===== src/rtl/pmp_csr_unit_if.sv =====
// Decoded PMP entry bundle shared between the CSR unit (master) and the PMP checkers (slave).
interface pmp_csr_unit_if #(
  parameter int unsigned NPHYS   = 56,
  parameter int unsigned NUM_PMP = 5
);
  localparam int unsigned AW = NPHYS - 2;

  logic [NUM_PMP-1:0]         valid;
  logic [NUM_PMP-1:0][AW-1:0] start;
  logic [NUM_PMP-1:0][AW-1:0] aend;
  logic [NUM_PMP-1:0][2:0]    prot;
  logic [NUM_PMP-1:0]         locked;

  modport master (output valid, output start, output aend, output prot, output locked);
  modport slave  (input  valid, input  start, input  aend, input  prot, input  locked);
endinterface


===== src/rtl/pmp_csr_unit.sv =====
// pmpcfg/pmpaddr CSR storage with a sequential per-entry decode sweep into word ranges.
// Optional feature: define PMP_TOR_EN to support TOR mode (otherwise A=1 stores as OFF).
module pmp_csr_unit #(
  parameter int unsigned NPHYS   = 56,
  parameter int unsigned NUM_PMP = 5
) (
  input  logic                  clk,
  input  logic                  reset,
  input  logic                  csr_wr,
  input  logic [11:0]           csr_addr,
  input  logic [63:0]           csr_wdata,
  output logic [63:0]           csr_rdata,
  output logic                  pmp_busy,
  pmp_csr_unit_if.master        pmp
);
  localparam int unsigned AW = NPHYS - 2;
  localparam int unsigned IW = $clog2(NUM_PMP) + 1;

  typedef enum logic {IDLE, SWEEP} state_t;

  state_t        state;
  logic [IW-1:0] idx;
  logic [7:0]    cfg  [NUM_PMP];
  logic [AW-1:0] addr [NUM_PMP];

  logic                sweep_req;
  logic [NUM_PMP-1:0]  addr_lock;
  logic [7:0]          dec_cfg;
  logic [AW-1:0]       dec_addr, dec_prev, dec_mask;
  logic [AW-1:0]       dec_start, dec_aend;
  logic                dec_valid;

  function automatic logic [7:0] warl_cfg(input logic [7:0] w);
    logic [7:0] r;
    r      = w;
    r[6:5] = 2'b00;
    if (!w[0] && w[1]) r[1] = 1'b0;
`ifndef PMP_TOR_EN
    if (w[4:3] == 2'b01) r[4:3] = 2'b00;
`endif
    return r;
  endfunction

  assign sweep_req = csr_wr && (csr_addr == 12'h3a0 || csr_addr == 12'h3a2 ||
                                csr_addr[11:4] == 8'h3b);

  // An address is frozen by its own lock, or by a locked TOR entry above that uses it as base.
  always_comb begin
    addr_lock = '0;
    for (int i = 0; i < int'(NUM_PMP); i++) addr_lock[i] = cfg[i][7];
`ifdef PMP_TOR_EN
    for (int i = 0; i < int'(NUM_PMP) - 1; i++)
      if (cfg[i+1][7] && cfg[i+1][4:3] == 2'b01) addr_lock[i] = 1'b1;
`endif
  end

  always_comb begin
    csr_rdata = '0;
    for (int i = 0; i < int'(NUM_PMP); i++) begin
      if (csr_addr == ((i < 8) ? 12'h3a0 : 12'h3a2)) csr_rdata[8*(i%8) +: 8] = cfg[i];
      if (csr_addr == 12'(12'h3b0 + i)) csr_rdata = 64'(addr[i]);
    end
  end

  // CSR storage; lock checks use pre-write state.
  always_ff @(posedge clk or posedge reset) begin
    if (reset) begin
      for (int i = 0; i < int'(NUM_PMP); i++) begin
        cfg[i]  <= '0;
        addr[i] <= '0;
      end
    end else if (csr_wr) begin
      for (int i = 0; i < int'(NUM_PMP); i++) begin
        if (csr_addr == ((i < 8) ? 12'h3a0 : 12'h3a2) && !cfg[i][7])
          cfg[i] <= warl_cfg(csr_wdata[8*(i%8) +: 8]);
        if (csr_addr == 12'(12'h3b0 + i) && !addr_lock[i])
          addr[i] <= csr_wdata[AW-1:0];
      end
    end
  end

  // Select the entry under decode and its TOR base.
  always_comb begin
    dec_cfg  = '0;
    dec_addr = '0;
    dec_prev = '0;
    for (int i = 0; i < int'(NUM_PMP); i++)
      if (idx == IW'(i)) begin
        dec_cfg  = cfg[i];
        dec_addr = addr[i];
      end
    for (int i = 1; i < int'(NUM_PMP); i++)
      if (idx == IW'(i)) dec_prev = addr[i-1];
  end

  always_comb begin
    dec_mask  = dec_addr ^ (dec_addr + AW'(1));
    dec_start = '0;
    dec_aend  = '0;
    dec_valid = 1'b0;
    case (dec_cfg[4:3])
`ifdef PMP_TOR_EN
      2'b01: begin
        dec_start = dec_prev;
        dec_aend  = dec_addr - AW'(1);
        dec_valid = dec_addr > dec_prev;
      end
`endif
      2'b10: begin
        dec_start = dec_addr;
        dec_aend  = dec_addr;
        dec_valid = 1'b1;
      end
      2'b11: begin
        dec_start = dec_addr & ~dec_mask;
        dec_aend  = dec_addr | dec_mask;
        dec_valid = 1'b1;
      end
      default: ;
    endcase
  end

  // Sweep FSM; any write restarts from entry 0 so no stale decode survives.
  always_ff @(posedge clk or posedge reset) begin
    if (reset) begin
      state      <= IDLE;
      idx        <= '0;
      pmp_busy   <= 1'b0;
      pmp.valid  <= '0;
      pmp.start  <= '0;
      pmp.aend   <= '0;
      pmp.prot   <= '0;
      pmp.locked <= '0;
    end else begin
      case (state)
        IDLE: begin
          if (sweep_req) begin
            state    <= SWEEP;
            idx      <= '0;
            pmp_busy <= 1'b1;
          end
        end
        SWEEP: begin
          for (int i = 0; i < int'(NUM_PMP); i++)
            if (idx == IW'(i)) begin
              pmp.valid[i]  <= dec_valid;
              pmp.start[i]  <= dec_start;
              pmp.aend[i]   <= dec_aend;
              pmp.prot[i]   <= dec_cfg[2:0];
              pmp.locked[i] <= dec_cfg[7];
            end
          if (sweep_req) begin
            idx <= '0;
          end else if (idx == IW'(NUM_PMP - 1)) begin
            state    <= IDLE;
            idx      <= '0;
            pmp_busy <= 1'b0;
          end else begin
            idx <= idx + IW'(1);
          end
        end
        default: state <= IDLE;
      endcase
    end
  end
endmodule

===== src/flat_wrapper.sv =====
// flat-port wrapper written by rule: the top's interface ports become plain ports
module pmp_csr_unit_flat 
#(
  parameter int unsigned NPHYS   = 56,
  parameter int unsigned NUM_PMP = 5
)
  (clk, reset, csr_wr, csr_addr, csr_wdata, csr_rdata, pmp_busy, pmp_valid, pmp_start, pmp_aend, pmp_prot, pmp_locked);
  pmp_csr_unit_if #(.NPHYS(NPHYS), .NUM_PMP(NUM_PMP)) pmp_i ();
  input  logic clk;
  input  logic reset;
  input  logic csr_wr;
  input  logic [11:0] csr_addr;
  input  logic [63:0] csr_wdata;
  output logic [63:0] csr_rdata;
  output logic pmp_busy;
  output wire logic [$bits(pmp_i.valid)-1:0] pmp_valid;
  output wire logic [$bits(pmp_i.start)-1:0] pmp_start;
  output wire logic [$bits(pmp_i.aend)-1:0] pmp_aend;
  output wire logic [$bits(pmp_i.prot)-1:0] pmp_prot;
  output wire logic [$bits(pmp_i.locked)-1:0] pmp_locked;
  assign pmp_valid = pmp_i.valid;
  assign pmp_start = pmp_i.start;
  assign pmp_aend = pmp_i.aend;
  assign pmp_prot = pmp_i.prot;
  assign pmp_locked = pmp_i.locked;
  pmp_csr_unit #(.NPHYS(NPHYS), .NUM_PMP(NUM_PMP)) u_core (.clk(clk), .reset(reset), .csr_wr(csr_wr), .csr_addr(csr_addr), .csr_wdata(csr_wdata), .csr_rdata(csr_rdata), .pmp_busy(pmp_busy), .pmp(pmp_i));
endmodule

===== config.mk =====
export PLATFORM = sky130hd
export DESIGN_NAME = pmp_csr_unit_flat
export DESIGN_NICKNAME = d
export VERILOG_FILES = /design/src/rtl/pmp_csr_unit_if.sv /design/src/rtl/pmp_csr_unit.sv /design/src/flat_wrapper.sv
export SDC_FILE = /design/constraint.sdc
export NUM_CORES = 2
export LEC_CHECK = 0
export ABC_AREA = 0
export BUFFER_PORTS_ARGS = -buffer_cell sky130_fd_sc_hd__buf_2
export CORE_ASPECT_RATIO = 1.1
export CORE_MARGIN = 2
export CORE_UTILIZATION = 50
export CTS_CLUSTER_SIZE = 10
export DETAILED_ROUTE_END_ITERATION = 7
export PLACE_DENSITY = 0.74
export SYNTH_ARGS = -nofsm -noshare
export SYNTH_HDL_FRONTEND = slang
export SYNTH_SLANG_ARGS = --single-unit

===== constraint.sdc =====
create_clock -name clk -period 27.8 [get_ports clk]
set_input_delay 5.56 -clock clk [delete_from_list [all_inputs] [get_ports clk]]
set_output_delay 5.56 -clock clk [all_outputs]
set_load 0.01 [all_outputs]

==> summary by stage <==
Run status
The flow ran to the end, and the final reports show no timing, DRC or antenna violations.

Placement
At the end of routability-driven placement, the weighted congestion stood at 0.9274. The final HPWL from detailed placement is 93260 um. The pre-CTS setup slack is 13.33 ns. The total of buffers placed on input and output ports is 688. Once placement finished, the instance area stood at 42260 um^2.

Pwr
Of the total power, registers draw 39.1%. Power spread over the standard cell area amounts to 84.55 nW/um^2. The leakage component of the power is 22.23 nW. Of the total power, the share spent switching nets is 37.27%.

The part of the total power dissipated in the clock network is 30.7%. The combinational group share of total power is 30.2%. The power dissipated by switching net loads is 1.420 mW.

Cell internal power was estimated by the tool at 2.390 mW. The worst ir drop on vdd is 0.00006508 V.

Global route
The overall fraction of global-route tracks in use is 34.17%. The number of global-route vias before repair is 30635. The pin count of the biggest net entering global routing is 109. The total overflow left after global routing is 0. The first global-routing pass estimated 200800 um of wire. The initial antenna violation count is 12.

Hold path
The startpoint identified for the worst hold timing path is u_core.pmp.start[243]. Along the worst hold path, the cell count comes to 2. The class of the worst hold path is register to register. The path with the worst hold slack has its endpoint at u_core.pmp.start[243].

STA
The final hold violation count is 0. Static timing analysis puts the maximum clock frequency at 68.91 MHz. Setup violations remaining at the end of the flow were counted as 0. The worst-margin pin slew is 1.167 ns. Setup repair after global routing left no endpoint under its margin. In this run the tightest slew margin relative to its limit is 21.37%. Across all setup checks in the final design, the least slack found is 13.29 ns.

The final number of max-transition violations came to 0. After layout, the worst path uses 52.20% of the clock period. The final sum of negative setup slack is 0 ns. The worst hold margin is 0.4677 ns. The worst clock skew on the final layout is 0.02932 ns.

After layout, the minimum clock period comes to 14.51 ns.

Route
The detail route stage leaves a number of antenna-violating nets equal to 0. After detailed routing, the number of remaining DRC violations is 0. The routed layout has 32769 vias.

The aggregate routed wire length is 136900 um. The detailed-route wire length per cell is 25.41 um. The first-pass iteration count of the detailed router is 6. After detailed routing, the number of vias per cell comes to 6.083. The first-iteration detailed-routing DRC count is 3993.

CTS
The tree is rooted in a sky130_fd_sc_hd__clkbuf_16. Counting along the longest clock path gives a buffer depth of 3. The clock sink total is 871.

After clock tree synthesis, the clock-pin slew on the worst setup and hold paths is 0.05 ns. Counting the buffers created by CTS gives 99. In this run, post-CTS repair resized a total of 0 instances. The count of buffers added by post-CTS timing repair for setup is 0.

The latest clock arrival within the worst-skew pair is 0.67 ns. The number of hold-repair buffers added at the cts stage is 0. The depth of the CTS H-tree is 3. TritonCTS built the clock tree.

Worst setup path
STA classifies the critical path startpoint as a primary input. Counting cells, the worst reg-to-reg path comes to 11. The worst setup path is of the primary input to output port kind. The reg-to-reg setup timing slack is 22.23 ns.

The highest net fanout along the worst path is 45. The reg-to-reg critical path startpoint is u_core.idx[0]. STA puts the critical path data arrival time at 8.95 ns. At the worst endpoint, the required time is 22.24 ns. STA classifies the critical path endpoint as an output port. The endpoint of the lowest-slack register-to-register path is u_core.pmp.start[143].

Floorplan
The site row count is 106. The die area is 78380 um^2. The standard cell core area is 75730 um^2. The count of boundary I/O pins is 709. The initial core utilization is 50.28%. The die is 267.1 um wide.

The y dimension of the die is 293.4 um.

Yosys
The most instantiated flip-flop cell in the synthesis netlist is sky130_fd_sc_hd__dfrtp_1. The synthesized design devotes to its leading area cell type 57.24% of total area. The mean instance size in the synthesized netlist is 10.11 um^2.

Summing every instance area after synthesis gives 38080 um^2. In the post-synthesis netlist, the cell with the most instances is sky130_fd_sc_hd__dfrtp_1. After synthesis, the share of flip-flops with an asynchronous set or reset is 100.0%. The count of unique library cells instantiated by Yosys is 75. The sequential fraction of the synthesis area is 57.24%. In this run, synthesis inferred 0 flip-flops with an integrated enable. Counting instances in the post-synthesis netlist gives the leading cell types as sky130_fd_sc_hd__dfrtp_1 (871), sky130_fd_sc_hd__nand2_1 (574), sky130_fd_sc_hd__o21ai_0 (487), sky130_fd_sc_hd__nor2_1 (310), sky130_fd_sc_hd__a21oi_1 (302). The number of cells produced by synthesis is 3767.

The number of warnings printed during yosys synthesis is 0. Of all cell types, the one taking the most synthesized area is sky130_fd_sc_hd__dfrtp_1. In this run, synthesis produced a sequential element count of 871. Yosys attributes the largest share of cell area to sky130_fd_sc_hd__dfrtp_1 (57%), sky130_fd_sc_hd__mux2_2 (7.8%), sky130_fd_sc_hd__o21ai_0 (6.4%).

Finish
The fraction of final layout cells with drive strength greater than 1 is 27.79%. After filler insertion, the fill cell instance count of the layout stands at 6378. The final instance area is 45070 um^2. Relative to the synthesized area, the layout overhead comes to 18.36%. In the final design database the tool counted 4416 nets.

Flow run
Max-cap violations in this run came to 0.
==> layout make-up <==
class                      instances  area (um^2)  share of cell area (%)
tap                             1026         1284                   2.849
inverter                          68        259.0                  0.5747
sequential                       871        21800                   48.37
antenna                            7        17.52                 0.03887
timing repair buffer             751         3916                   8.690
multi-input combinational       2542        15010                   33.30
clock inverter                     9        205.2                  0.4553
clock buffer                     113         2581                   5.728
==> power groups by stage <==
| stage | Sequential (mW) | Clock (mW) | Combinational (mW) |
|---|---|---|---|
| after CTS | 1.49 | 1.18 | 1.13 |
| after floorplan | 1.58 | 0 | 0.548 |
| after global placement | 1.50 | 0 | 1.10 |
| final | 1.49 | 1.17 | 1.15 |
| after global routing | 1.50 | 1.23 | 1.21 |
| after detailed placement | 1.51 | 0 | 1.12 |
==> metrics by stage <==
step           cells  util (%)  power, mW
4_1_cts         5380     59.49      3.794
6_report        5387     59.51      3.810
5_1_grt         5385     59.50      3.948
3_5_place_dp    5258     55.81      2.629
2_1_floorplan   3776         -      2.124
3_3_place_gp    5258     55.81      2.608
==> worst max-delay path, stage by stage <==
cell and delay (ns):
sky130_fd_sc_hd__buf_2 0.09, sky130_fd_sc_hd__nand4bb_1 0.17, sky130_fd_sc_hd__nor3_1 0.57, sky130_fd_sc_hd__nand2_1 0.30, sky130_fd_sc_hd__nor2_2 0.17, sky130_fd_sc_hd__buf_4 0.59
sky130_fd_sc_hd__and2_1 0.62, sky130_fd_sc_hd__a211oi_1 0.13, sky130_fd_sc_hd__o21ai_0 0.48, sky130_fd_sc_hd__buf_2 0.23
==> sequential cells by signal, indices dropped and copies added (netlist names) <==
| register | count |
|---|---|
| u_core.addr | 270 |
| u_core.pmp.aend | 270 |
| u_core.pmp.start | 270 |
| u_core.cfg | 25 |
| u_core.pmp.prot | 15 |
| u_core.addr_lock | 5 |
| u_core.pmp.locked | 5 |
| u_core.pmp.valid | 5 |
| u_core.idx | 4 |
| u_core.pmp_busy | 1 |
| u_core.state | 1 |
==> cells in the final DEF, fill, tap and decap left out, types with 5 or more instances in the layout <==
cell	netlist	layout
sky130_fd_sc_hd__a31oi_1	34	34
sky130_fd_sc_hd__a221o_1	9	9
sky130_fd_sc_hd__nand2b_1	17	16
sky130_fd_sc_hd__mux2_2	265	265
sky130_fd_sc_hd__nand4_1	9	9
sky130_fd_sc_hd__o21ai_0	487	487
sky130_fd_sc_hd__a221oi_1	55	55
sky130_fd_sc_hd__dfrtp_1	871	870
sky130_fd_sc_hd__a222oi_1	23	23
sky130_fd_sc_hd__clkbuf_1	239	10
sky130_fd_sc_hd__a221oi_2	6	6
sky130_fd_sc_hd__inv_1	67	66
sky130_fd_sc_hd__or2_2	14	14
sky130_fd_sc_hd__o21ai_1	45	45
sky130_fd_sc_hd__clkbuf_16	0	100
sky130_fd_sc_hd__buf_2	24	688
sky130_fd_sc_hd__nor4_2	5	6
sky130_fd_sc_hd__nor2_1	310	307
sky130_fd_sc_hd__nor4_1	18	17
sky130_fd_sc_hd__nand3_1	11	10
sky130_fd_sc_hd__diode_2	0	7
sky130_fd_sc_hd__o31ai_1	12	12
sky130_fd_sc_hd__nor2b_1	7	7
sky130_fd_sc_hd__a21oi_1	302	302
sky130_fd_sc_hd__nor3_1	31	31
sky130_fd_sc_hd__a21o_1	11	11
sky130_fd_sc_hd__mux2i_1	21	21
sky130_fd_sc_hd__or3_1	11	10
sky130_fd_sc_hd__o31ai_2	7	7
sky130_fd_sc_hd__o22ai_1	57	56
sky130_fd_sc_hd__nand3b_1	104	104
sky130_fd_sc_hd__buf_4	11	63
sky130_fd_sc_hd__conb_1	1	10
sky130_fd_sc_hd__nand2_1	574	570
sky130_fd_sc_hd__and2_1	7	5
==> layer usage <==
layer | GRT usage (%) | share of wire, % | up-vias
li1 | - | - | 14310
met1 | 44.38 | 38 | 16207
met2 | 53.46 | 46 | 1864
met3 | 8.590 | 9.9 | 378
met4 | 16.79 | 5.4 | 10
met5 | 0 | 0.049 | -
==> worst max path at each step <==
| stage | from | end | depth (start not counted) |
|---|---|---|---|
| detailed placement | csr_addr[6] | csr_rdata[20] | 10 |
| global placement | csr_addr[6] | csr_rdata[20] | 10 |
| floorplan | reset | u_core.addr[0] | 1 |
| global route | csr_addr[6] | csr_rdata[20] | 10 |
| CTS | csr_addr[6] | csr_rdata[20] | 10 |
| finish | csr_addr[6] | csr_rdata[20] | 10 |
==> cell families after synthesis <==
logic type      after synthesis  synth area share, %
other cells                   1             0.009849
fa+ha+maj                     4               0.1315
mux                         286                8.389
buf+inv                     363                3.805
compound gates             1090                16.72
flops                       871                57.24
simple gates               1150                13.66
xor+xnor                      2              0.04601
Power figures use the tool's default switching activity.
